$ cat src/rtl/aes_sched_pkg.sv
// Shared types and constants for the AES job scheduler: FSM states, key mode,
// client id and the 128/256-bit data types.
package aes_sched_pkg;

    typedef enum logic [2:0] {
        IDLE,
        KEY_ISSUE,
        KEY_WAIT,
        DATA_WAIT_RDY,
        DATA_ISSUE,
        DATA_WAIT,
        RESP
    } sched_state_e;

    localparam logic [1:0] KEY_MODE_256 = 2'b10;
    localparam int         NUM_CLIENTS  = 2;

    typedef logic         client_id_t;
    typedef logic [127:0] u128_t;
    typedef logic [255:0] u256_t;

    function automatic logic [NUM_CLIENTS-1:0] id2onehot(input client_id_t id);
        return 2'b01 << id;
    endfunction

endpackage

$ cat src/rtl/aes_job_scheduler_if.sv
// Client-side (key load, job request/response) and core-side bundles of the
// AES job scheduler. The scheduler is the slave of the client bus and the
// master of the core bus.
interface aes_job_scheduler_if;
    import aes_sched_pkg::*;

    logic                   key_valid;
    u256_t                  key_in;
    logic                   key_ready;
    logic [1:0]             req_valid;
    logic [1:0]             req_ende;
    logic [1:0][127:0]      req_data;
    logic [1:0]             req_ready;
    logic [1:0]             resp_valid;
    u128_t                  resp_data;
    logic                   resp_err;

    modport slave (
        input  key_valid, key_in, req_valid, req_ende, req_data,
        output key_ready, req_ready, resp_valid, resp_data, resp_err
    );

    modport master (
        output key_valid, key_in, req_valid, req_ende, req_data,
        input  key_ready, req_ready, resp_valid, resp_data, resp_err
    );
endinterface

interface aes_core_if;
    import aes_sched_pkg::*;

    u256_t       i_key;
    logic [1:0]  i_key_mode;
    logic        i_start;
    logic        o_key_ready;
    u128_t       i_data;
    logic        i_data_valid;
    logic        i_ende;
    logic        i_enable;
    logic        o_ready;
    logic        o_data_valid;
    u128_t       o_data;

    modport master (
        output i_key, i_key_mode, i_start, i_data, i_data_valid, i_ende, i_enable,
        input  o_key_ready, o_ready, o_data_valid, o_data
    );

    modport slave (
        input  i_key, i_key_mode, i_start, i_data, i_data_valid, i_ende, i_enable,
        output o_key_ready, o_ready, o_data_valid, o_data
    );
endinterface

$ cat src/rtl/aes_rr_arb2.sv
// Two-way round-robin arbiter; priority passes to the other client only when
// a grant is actually issued.
module aes_rr_arb2
    import aes_sched_pkg::*;
(
    input  logic       clk,
    input  logic       resetH,
    input  logic       en,
    input  logic [1:0] req,
    output logic [1:0] gnt,
    output client_id_t gnt_id
);

    client_id_t prio_q, prio_d;

    always_comb begin
        gnt_id = req[prio_q] ? prio_q : ~prio_q;
        gnt    = (en && req[gnt_id]) ? id2onehot(gnt_id) : 2'b00;
        prio_d = (|gnt) ? ~gnt_id : prio_q;
    end

    always_ff @(posedge clk) begin
        if (resetH) prio_q <= 1'b0;
        else        prio_q <= prio_d;
    end

endmodule

$ cat src/rtl/aes_job_scheduler.sv
// Serialises key loads and two clients' AES jobs onto a single AES core.
// Define AES_SCHED_TIMEOUT_EN to bound KEY_WAIT/DATA_WAIT by TIMEOUT_CYCLES.
module aes_job_scheduler
    import aes_sched_pkg::*;
#(
    parameter int TIMEOUT_CYCLES = 1024
) (
    input  logic                  clk,
    input  logic                  resetH,
    aes_job_scheduler_if.slave    cli,
    aes_core_if.master            core
);

    sched_state_e state_q, state_d;
    logic         key_loaded_q, key_loaded_d;
    logic         first_q, first_d;
    u256_t        key_q, key_d;
    logic [1:0]   key_mode_q, key_mode_d;
    u128_t        data_q, data_d;
    logic         ende_q, ende_d;
    client_id_t   id_q, id_d;
    logic         key_ready_q, key_ready_d;
    logic [1:0]   req_ready_q, req_ready_d;
    logic [1:0]   resp_valid_q, resp_valid_d;
    u128_t        resp_data_q, resp_data_d;
    logic         start_q, start_d;
    logic         dvalid_q, dvalid_d;
    logic         enable_q, enable_d;

    logic [1:0]   gnt;
    client_id_t   gnt_id;
    logic         arb_en;

`ifdef AES_SCHED_TIMEOUT_EN
    logic [31:0]  cnt_q, cnt_d;
    logic         resp_err_q, resp_err_d;
    logic         timeout;

    assign timeout = (cnt_q == 32'(TIMEOUT_CYCLES - 1));
`else
    logic         unused_cfg;

    assign unused_cfg = ^32'(TIMEOUT_CYCLES);
`endif

    // Jobs are only granted in IDLE, with a key loaded and no pending key request.
    assign arb_en = (state_q == IDLE) && key_loaded_q && !cli.key_valid;

    aes_rr_arb2 u_arb (
        .clk    (clk),
        .resetH (resetH),
        .en     (arb_en),
        .req    (cli.req_valid),
        .gnt    (gnt),
        .gnt_id (gnt_id)
    );

    always_comb begin
        state_d      = state_q;
        key_loaded_d = key_loaded_q;
        first_d      = first_q;
        key_d        = key_q;
        key_mode_d   = key_mode_q;
        data_d       = data_q;
        ende_d       = ende_q;
        id_d         = id_q;
        key_ready_d  = 1'b0;
        req_ready_d  = 2'b00;
        resp_valid_d = 2'b00;
        resp_data_d  = '0;
`ifdef AES_SCHED_TIMEOUT_EN
        resp_err_d   = 1'b0;
`endif
        unique case (state_q)
            IDLE: begin
                if (cli.key_valid) begin
                    key_d       = cli.key_in;
                    key_mode_d  = KEY_MODE_256;
                    key_ready_d = 1'b1;
                    state_d     = KEY_ISSUE;
                end else if (|gnt) begin
                    req_ready_d = gnt;
                    data_d      = cli.req_data[gnt_id];
                    ende_d      = cli.req_ende[gnt_id];
                    id_d        = gnt_id;
                    state_d     = DATA_WAIT_RDY;
                end
            end
            KEY_ISSUE: begin
                first_d = 1'b1;
                state_d = KEY_WAIT;
            end
            KEY_WAIT: begin
                first_d = 1'b0;
                // The core may still show stale status right after i_start.
                if (!first_q && core.o_key_ready) begin
                    key_loaded_d = 1'b1;
                    state_d      = IDLE;
                end
`ifdef AES_SCHED_TIMEOUT_EN
                else if (timeout) begin
                    key_loaded_d = 1'b0;
                    state_d      = IDLE;
                end
`endif
            end
            DATA_WAIT_RDY: begin
                if (core.o_ready) state_d = DATA_ISSUE;
            end
            DATA_ISSUE: begin
                first_d = 1'b1;
                state_d = DATA_WAIT;
            end
            DATA_WAIT: begin
                first_d = 1'b0;
                if (!first_q && core.o_data_valid) begin
                    resp_data_d  = core.o_data;
                    resp_valid_d = id2onehot(id_q);
                    state_d      = RESP;
                end
`ifdef AES_SCHED_TIMEOUT_EN
                else if (timeout) begin
                    resp_valid_d = id2onehot(id_q);
                    resp_err_d   = 1'b1;
                    state_d      = RESP;
                end
`endif
            end
            RESP:    state_d = IDLE;
            default: state_d = IDLE;
        endcase

        // Core strobes are registered from the next state so they line up with it.
        start_d  = (state_d == KEY_ISSUE);
        dvalid_d = (state_d == DATA_ISSUE);
        enable_d = (state_d == DATA_ISSUE) || (state_d == DATA_WAIT);
    end

`ifdef AES_SCHED_TIMEOUT_EN
    always_comb begin
        cnt_d = '0;
        if ((state_q == KEY_WAIT || state_q == DATA_WAIT) && state_d == state_q)
            cnt_d = cnt_q + 32'd1;
    end
`endif

    always_ff @(posedge clk) begin
        if (resetH) begin
            state_q      <= IDLE;
            key_loaded_q <= 1'b0;
            first_q      <= 1'b0;
            key_q        <= '0;
            key_mode_q   <= 2'b00;
            data_q       <= '0;
            ende_q       <= 1'b0;
            id_q         <= 1'b0;
            key_ready_q  <= 1'b0;
            req_ready_q  <= 2'b00;
            resp_valid_q <= 2'b00;
            resp_data_q  <= '0;
            start_q      <= 1'b0;
            dvalid_q     <= 1'b0;
            enable_q     <= 1'b0;
`ifdef AES_SCHED_TIMEOUT_EN
            cnt_q        <= '0;
            resp_err_q   <= 1'b0;
`endif
        end else begin
            state_q      <= state_d;
            key_loaded_q <= key_loaded_d;
            first_q      <= first_d;
            key_q        <= key_d;
            key_mode_q   <= key_mode_d;
            data_q       <= data_d;
            ende_q       <= ende_d;
            id_q         <= id_d;
            key_ready_q  <= key_ready_d;
            req_ready_q  <= req_ready_d;
            resp_valid_q <= resp_valid_d;
            resp_data_q  <= resp_data_d;
            start_q      <= start_d;
            dvalid_q     <= dvalid_d;
            enable_q     <= enable_d;
`ifdef AES_SCHED_TIMEOUT_EN
            cnt_q        <= cnt_d;
            resp_err_q   <= resp_err_d;
`endif
        end
    end

    assign cli.key_ready    = key_ready_q;
    assign cli.req_ready    = req_ready_q;
    assign cli.resp_valid   = resp_valid_q;
    assign cli.resp_data    = resp_data_q;
`ifdef AES_SCHED_TIMEOUT_EN
    assign cli.resp_err     = resp_err_q;
`else
    assign cli.resp_err     = 1'b0;
`endif
    assign core.i_key        = key_q;
    assign core.i_key_mode   = key_mode_q;
    assign core.i_start      = start_q;
    assign core.i_data       = data_q;
    assign core.i_data_valid = dvalid_q;
    assign core.i_ende       = ende_q;
    assign core.i_enable     = enable_q;

endmodule

$ cat src/flat_wrapper.sv
// flat-port wrapper written by rule: the top's interface ports become plain ports
module aes_job_scheduler_flat import aes_sched_pkg::*;
#(
    parameter int TIMEOUT_CYCLES = 1024
)
  (clk, resetH, cli_key_valid, cli_key_in, cli_req_valid, cli_req_ende, cli_req_data, cli_key_ready, cli_req_ready, cli_resp_valid, cli_resp_data, cli_resp_err, core_i_key, core_i_key_mode, core_i_start, core_i_data, core_i_data_valid, core_i_ende, core_i_enable, core_o_key_ready, core_o_ready, core_o_data_valid, core_o_data);
  aes_job_scheduler_if cli_i ();
  aes_core_if core_i ();
  input  logic clk;
  input  logic resetH;
  input wire logic [$bits(cli_i.key_valid)-1:0] cli_key_valid;
  input wire logic [$bits(cli_i.key_in)-1:0] cli_key_in;
  input wire logic [$bits(cli_i.req_valid)-1:0] cli_req_valid;
  input wire logic [$bits(cli_i.req_ende)-1:0] cli_req_ende;
  input wire logic [$bits(cli_i.req_data)-1:0] cli_req_data;
  output wire logic [$bits(cli_i.key_ready)-1:0] cli_key_ready;
  output wire logic [$bits(cli_i.req_ready)-1:0] cli_req_ready;
  output wire logic [$bits(cli_i.resp_valid)-1:0] cli_resp_valid;
  output wire logic [$bits(cli_i.resp_data)-1:0] cli_resp_data;
  output wire logic [$bits(cli_i.resp_err)-1:0] cli_resp_err;
  output wire logic [$bits(core_i.i_key)-1:0] core_i_key;
  output wire logic [$bits(core_i.i_key_mode)-1:0] core_i_key_mode;
  output wire logic [$bits(core_i.i_start)-1:0] core_i_start;
  output wire logic [$bits(core_i.i_data)-1:0] core_i_data;
  output wire logic [$bits(core_i.i_data_valid)-1:0] core_i_data_valid;
  output wire logic [$bits(core_i.i_ende)-1:0] core_i_ende;
  output wire logic [$bits(core_i.i_enable)-1:0] core_i_enable;
  input wire logic [$bits(core_i.o_key_ready)-1:0] core_o_key_ready;
  input wire logic [$bits(core_i.o_ready)-1:0] core_o_ready;
  input wire logic [$bits(core_i.o_data_valid)-1:0] core_o_data_valid;
  input wire logic [$bits(core_i.o_data)-1:0] core_o_data;
  assign cli_i.key_valid = cli_key_valid;
  assign cli_i.key_in = cli_key_in;
  assign cli_i.req_valid = cli_req_valid;
  assign cli_i.req_ende = cli_req_ende;
  assign cli_i.req_data = cli_req_data;
  assign cli_key_ready = cli_i.key_ready;
  assign cli_req_ready = cli_i.req_ready;
  assign cli_resp_valid = cli_i.resp_valid;
  assign cli_resp_data = cli_i.resp_data;
  assign cli_resp_err = cli_i.resp_err;
  assign core_i_key = core_i.i_key;
  assign core_i_key_mode = core_i.i_key_mode;
  assign core_i_start = core_i.i_start;
  assign core_i_data = core_i.i_data;
  assign core_i_data_valid = core_i.i_data_valid;
  assign core_i_ende = core_i.i_ende;
  assign core_i_enable = core_i.i_enable;
  assign core_i.o_key_ready = core_o_key_ready;
  assign core_i.o_ready = core_o_ready;
  assign core_i.o_data_valid = core_o_data_valid;
  assign core_i.o_data = core_o_data;
  aes_job_scheduler #(.TIMEOUT_CYCLES(TIMEOUT_CYCLES)) u_core (.clk(clk), .resetH(resetH), .cli(cli_i), .core(core_i));
endmodule
$ cat config.mk
export PLATFORM = sky130hd
export DESIGN_NAME = aes_job_scheduler_flat
export DESIGN_NICKNAME = d
export VERILOG_FILES = /design/src/rtl/aes_sched_pkg.sv /design/src/rtl/aes_job_scheduler_if.sv /design/src/rtl/aes_rr_arb2.sv /design/src/rtl/aes_job_scheduler.sv /design/src/flat_wrapper.sv
export SDC_FILE = /design/constraint.sdc
export NUM_CORES = 1
export LEC_CHECK = 0
export ABC_CLOCK_PERIOD_IN_PS = 1900
export BUFFER_PORTS_ARGS = -buffer_cell sky130_fd_sc_hd__buf_4
export CORE_AREA = 2 2 454 456
export DETAILED_ROUTE_END_ITERATION = 6
export DIE_AREA = 0 0 456 458
export HOLD_SLACK_MARGIN = 0.08
export PLACE_DENSITY_LB_ADDON = 0.3
export SYNTH_ARGS = -nofsm -noshare
export SYNTH_HDL_FRONTEND = slang
export SYNTH_SLANG_ARGS = --single-unit
$ cat constraint.sdc
create_clock -name clk -period 1.9 [get_ports clk]
set_input_delay 0.19 -clock clk [delete_from_list [all_inputs] [get_ports clk]]
set_output_delay 0.19 -clock clk [all_outputs]
set_load 0.1 [all_outputs]
==> results.md, run 1 <==
- Antenna-violating nets left: 0
- Area taken by flip-flops and latches: around 11000 um2
- Vias per inst: between 3 and 4
- Number of core rows: between 150 and 200
- Post-synth EDFFs: 0
- First-pass GRT wire length: between 200000 and 250000 um
- Relative slew slack: 0.6448
- Post-DP HPWL: around 120000 um
- Yosys Warn Count: 0
- Crit Path Class: flip-flop to flip-flop
- Initial Utilization: 0.08984
- CTS max path bufs: 3
- HP Start: core_o_data_valid
- Initial antenna violation count: 82
- Slowest CP cell: or4b_4
- Fraction of layout cells with a size suffix above 1: 0.3476
- Slowest cell delay on critical path: 0.50 ns
- Worst Path Max Fanout: 28
- Fill count: ~23000
- CP required: between 2 and 2.5 ns
- Port buffer count: around 1200
- Number of global-route vias before repair: 23750
- Gr ovfl total: 0
- Core area: slightly above 200000 um2
- # DRC: 0
- Setup violators final: 0
- Tmin final: approximately 1.8 ns
- Most area-hungry cell type in the Yosys netlist: dfxtp_1
- Final Instance Count excl. Fillers: approximately 6800
- Synth unique cells: 32
- Final hold vios: 0
- Largest net degree at the start of global routing: slightly above 80
- Die height: roughly 460 um
- CTS root buf: clkbuf_16
- Synth top area share: 0.5785
- Clock latency on the worst-skew pair: roughly 0.70 ns
- Total power: about 36 mW
- P&R area growth vs syn: 119.5%
- CTS buffer count: 74
- Skew final: 0.04751 ns
- Most common flop cell mapped by yosys: dfxtp_1
- Vias after detailed routing: 22920
- Worst setup EP type: flip-flop
- Top post-synthesis cells by count: nand2_1, dfxtp_1, a21oi_1
- Ranking of synthesized cells by area: dfxtp_1, nand2_1, a21oi_1, a211oi_1, and2_1
- R2r startpoint: u_core.state_q[0]
- Seq/Total Area, Yosys: 0.5785
- Max-cap viol count: 0
- First-iteration detailed-routing DRC count: between 1000 and 1500
- H-tree level count: 3
- Gpl congestion: approximately 0.91
- Pwr dens: a little under 900 nW/um2
- Die Wd: around 460 um
- F_max: 0.5522 GHz
- Crit path from: u_core.state_q[0]
- Worst Setup Start Kind: flip-flop
- Die area: between 200000 and 250000 um2
- Final max-slew violation count: 0
- Outcome: complete, no violations
- Pre-Repair DR Iteration Count: 6
- Synth Cell Area: 18310 um2
- Multi-input gate area: ~6900 um2
- Most numerous cell in the Yosys netlist: nand2_1
- Asr flop ratio synth: 0
- GR Util met3: 0.05404
- Fin crit share: 0.9531
- Post-Route Setup TNS: 0 ns
- Global Route Usage Sum: 0.1390
- I/O Pins: approximately 1200
- Met1 layer usage reported by global route: 0.1557
- Crit path DAT: roughly 2.4 ns
- Syn_area_per_cell: approximately 8.4 um2
- Post-Syn Instances: approximately 2200
- Peak VDD IR: approximately 0.57 mV
- CTS clock-pin slew for the worst setup and hold paths: ~0.060 ns
- Worst min path class: input pin to flip-flop
- RSZ-0062 raised after global routing: no
- Final net count: 4651
- Actual slew at the worst max-slew pin: 0.5328 ns
- GRT Max-Usage Layer: met2
- CTS tree: done
- Cell Chain, Critical Path: nor2_4 > or4b_4 > buf_4 > clkbuf_16 > a21oi_1 > a211oi_1
- Synth Register Bits: between 500 and 600
- P_leak: 17.11 nW
- DR WL/cell: 22.47 um
- Placed instance count: approximately 6000
- Grt met2 use: 0.2449
- WL final: ~150000 um
- Sink Count: 529
metal layers:
metal | part of all wire | wire, um
met2 | 0.50 | 75650
met4 | 0.024 | 3662
met3 | 0.090 | 13710
met5 | 0.000085 | 13
met1 | 0.39 | 59050
per-stage QoR:
stage | area, um2 | util | hold WS [ns] | setup WS, ns
after floorplan | 18310 | - | 0.3117 | 0.1927
after global placement | 30950 | 0.1519 | 0.3922 | 0.08399
after detailed placement | 30950 | 0.1519 | 0.3950 | 0.08344
after CTS | 40010 | 0.1964 | 0.09711 | 0.04074
after global routing | 40150 | 0.1970 | 0.1455 | 0.01003
final | 40180 | 0.1972 | 0.1998 | 0.08913
final timing paths:
kind / end / slack (ns) / cells after the start
max reg2reg: u_core.core.i_data[26] / 0.09 / 6
max: u_core.core.i_data[26] / 0.09 / 6
min: u_core.core.i_data_valid / 0.20 / 5
min reg2reg: u_core.core.i_key[206] / 0.45 / 2
layout make-up:
cell class              instances  share of cell area
inverters                       1          0.00009343
multi-input cells            1463              0.1729
clock inverters                28             0.01149
repair buffers               1932              0.4139
diodes                         24            0.001495
clock buffers                 103             0.05279
well taps                    2688             0.08371
flip-flops and latches        529              0.2636
cell families after synthesis:
family                 Yosys count  share of synthesized area
other                            1                  0.0002049
buffers and inverters          178                    0.04388
AO/OA/AOI/OAI                  525                     0.1621
flip-flops                     529                     0.5785
AND/OR/NAND/NOR                936                     0.2152
report_power, final:
part           internal, mW  switching (mW)
registers              11.6           0.290
clock network          8.85            6.09
logic                  2.96            5.89
total                  23.4            12.3
timing repair:
action,4_1_cts,5_1_grt
setup endpoints to repair,0,6
hold endpoints to repair,528,0
hold buffers,648,0
buffers inserted,0,1
gates resized for setup,0,4
worst max-delay path: cells and delay by family (launching register included):
kind            cells  cell delay, ns
compound gates      2            0.32
flops               1            0.33
simple gates        2            0.61
buf+inv             2            0.42
placed cells by master, fill, tap and decap left out, drive strengths merged, types with 2 or more instances in the layout:
cell type	count
nor3	2
inv	4
nor2	140
dfxtp	529
nor3b	2
clkinvlp	2
and2	130
clkinv	16
a211oi	130
nor2b	3
o21ai	2
conb	2
diode	24
nand2b	4
nand2	647
bufinv	7
a21oi	388
nor4b	2
dlygate4sd3	648
clkbuf	106
buf	1281
sequential cells by signal, indices dropped and copies added, names as in the netlist, 2 cells and up:
signal / cells
u_core.cli.req_ready: 2
u_core.cli.resp_data: 128
u_core.cli.resp_valid: 2
u_core.core.i_data: 128
u_core.core.i_key: 256
u_core.state_q: 3
(Power assumes the default switching activity.)
==> inputs of run 2 (changes only) <==
--- a/config.mk
+++ b/config.mk
@@ -5,11 +5,12 @@
 export SDC_FILE = /design/constraint.sdc
 export NUM_CORES = 1
 export LEC_CHECK = 0
+export ABC_AREA = 1
 export ABC_CLOCK_PERIOD_IN_PS = 1900
 export BUFFER_PORTS_ARGS = -buffer_cell sky130_fd_sc_hd__buf_4
-export CORE_AREA = 2 2 454 456
+export CORE_AREA = 2 2 462 464
 export DETAILED_ROUTE_END_ITERATION = 6
-export DIE_AREA = 0 0 456 458
+export DIE_AREA = 0 0 464 466
 export HOLD_SLACK_MARGIN = 0.08
 export PLACE_DENSITY_LB_ADDON = 0.3
 export SYNTH_ARGS = -nofsm -noshare
==> results.md, run 2 <==
- First-pass GRT wire length: around 210000 um
- # DRC: 0
- Synth top area share: 0.5331
- Switch Pwr: between 10 and 15 mW
- Antenna-violating nets left: 0
- Actual slew at the worst max-slew pin: about 0.58 ns
- Hold Path Depth: 5
- Most numerous cell in the Yosys netlist: nand2_1
- H-tree level count: 3
- Peak VDD IR: 0.6672 mV
- Most common cell after layout, fill and taps aside: buf_4
- Syn_area_per_cell: between 7 and 8 um2
- CTS tree: done
- Die height: ~470 um
- Sw Ratio: 0.3769
- Compound-gate portion of the synthesized area: 0.09908
- CTS max path bufs: 3
- Outcome: complete, no violations
- DP Area: around 32000 um2
- Asr flop ratio synth: 0
- Setup violators final: 0
- Total power: approximately 39 mW
- Clock latency on the worst-skew pair: around 0.7 ns
- Final hold vios: 0
- Synth unique cells: 17
- Fill count: around 24000
- Fin area: between 40000 and 50000 um2
- Fraction of layout cells with a size suffix above 1: 0.3189
- Final max-slew violation count: 0
- Seq/Total Area, Yosys: 0.5331
- Sink Count: about 530
- Post-Syn Instances: 2642
- Worst min path class: input pin to flip-flop
- Pwr dens: 928.2 nW/um2
- Largest net degree at the start of global routing: 97
- Number of global-route vias before repair: between 20000 and 30000
- Relative slew slack: 0.6131
- Clock network power share: 0.390
- Max-cap viol count: 0
- Number of core rows: around 170
- Crit path DAT: 2.30 ns
- Crit Path Class: flip-flop to flip-flop
- DR WL/cell: 21.98 um
- Gpl congestion: 0.9280
- RSZ-0062 raised after global routing: no
- P_leak: approximately 18 nW
- Combinational share of power: 0.300
- Int Pwr: between 20 and 25 mW
- Pre-Repair DR Iteration Count: 5
- CTS root buf: clkbuf_16
- Hold WS: ~0.18 ns
- Final net count: between 5000 and 6000
- Top post-synthesis cells by count: nand2_1, dfxtp_1, nand3_1
- First-iteration detailed-routing DRC count: about 1300
- F_max: 0.5703 GHz
- Synth Register Bits: between 500 and 600
- Initial Utilization: 0.09403
- Most common flop cell mapped by yosys: dfxtp_1
- Synth Cell Area: between 15000 and 20000 um2
- Xor and xnor area share after synthesis: 0
- P&R area growth vs syn: 110.4%
- R2R cell count: 8
- Max FFs per register: 256
- Simple-Gate Fraction of Synth Area: 0.2874
- Fin crit share: 0.9228
- CTS buffer count: 75
- Tmin final: 1.753 ns
- Yosys Warn Count: 0
- Ranking of synthesized cells by area: dfxtp_1, nand3_1, nand2_1, a21oi_1, nor2_1
- Die Wd: about 460 um
- CP required: ~2.5 ns
- Worst setup EP type: flip-flop
- Initial antenna violation count: 67
- WL final: 161100 um
- I/O Pins: ~1200
- Most area-hungry cell type in the Yosys netlist: dfxtp_1
- Post-DP HPWL: between 100000 and 150000 um
- Vias after detailed routing: 25470
- Core area: around 210000 um2
- Worst Path Max Fanout: ~70
- Post-layout util: 0.1978
- Gr ovfl total: 0
- Global Route Usage Sum: 0.1416
- Reg power frac: 0.311
- Largest family of logic cells by synthesized area: simple AND/OR/NAND/NOR gates
- Adder-cell area share of the yosys netlist: 0
- Most frequent cells in the layout: buf_4, nand2_1, dlygate4sd3_1, dfxtp_1, nand3_1
- Worst Setup Start Kind: flip-flop
- Die area: 216200 um2
- CTS clock-pin slew for the worst setup and hold paths: ~0.050 ns
- Port buffer count: roughly 1200
- Vias per inst: approximately 3.5
- Skew final: 0.05177 ns
- Post-synth EDFFs: 0
- Mux cell area share after synthesis: 0
## run 2: cell count changes after synthesis, sizes merged, moves of 15 or more
cell | previous run | this run
and2 | 130 | 0
nand2 | 647 | 667
nand3 | 0 | 524
buf | 60 | 127
a211oi | 130 | 0
clkbuf | 117 | 102
inv | 1 | 147
## run 2: worst max-delay path, cell delays in order (launching register included)
cell and delay [ns]:
dfxtp_1 0.32, nor2_2 0.18, nand2_4 0.06, buf_4 0.16, inv_12 0.13, nand2_8 0.18
buf_12 0.24, nand2_1 0.14, a21oi_1 0.07
## run 2: power by group through the flow
stage / clock network [mW] / logic, mW / registers, mW
after global routing: 16.2 / 12.3 / 12.1
after CTS: 15.8 / 11.8 / 12.1
after global placement: 0 / 10.3 / 12.3
final: 15.1 / 11.6 / 12.1
after floorplan: 0 / 2.16 / 16.4
after detailed placement: 0 / 10.3 / 12.3
## run 2: area by class of cell
type,count,area [um2],share of cell area
timing repair buffer,1937,16670,0.3988
sequential,529,10590,0.2534
multi-input combinational,1739,7766,0.1858
tap,2821,3530,0.08446
clock buffer,97,2090,0.05000
inverter,147,564.3,0.01350
clock inverter,41,543.0,0.01299
antenna,17,42.54,0.001018
## run 2: layer usage
metal / GRT usage / up-vias / wire, um
li1: - / 12180 / -
met1: 0.1503 / 11890 / 59920
met2: 0.2354 / 1156 / 75160
met3: 0.08099 / 236 / 21090
met4: 0.04511 / 6 / 4848
met5: 0 / - / 41
## run 2: final timing paths
check | startpoint | end | slack, ns
worst min-delay path | cli_key_valid | u_core.core.i_key[231] | 0.18
worst min register to register | u_core.core.i_key[5] | u_core.core.i_key[5] | 0.46
worst max-delay path | u_core.state_q[1] | u_core.core.i_key[244] | 0.15
worst max register to register | u_core.state_q[1] | u_core.core.i_key[244] | 0.15
## run 2: cell families after synthesis
| family | count (synthesis) |
|---|---|
| other | 1 |
| AOI/OAI and AO/OA | 393 |
| DFF | 529 |
| and+or+nand+nor | 1343 |
| buffers and inverters | 376 |
## run 2: metrics by stage
stage	setup TNS, ns	worst slack [ns]	instances
floorplan	0	0.5885	2643
global placement	-29.15	-0.3468	6511
detailed placement	-29.64	-0.3568	6511
CTS	0	0.01135	7305
global route	0	0.008917	7326
finish	0	0.1466	7328
## run 2: what timing repair did
item,in CTS,in global routing
pin swaps,1,1
cloned,3,2
hold buffers,646,0
resized for setup,8,1
endpoints found under the hold margin,526,0
setup buffers,7,4
endpoints found under the setup margin,169,136
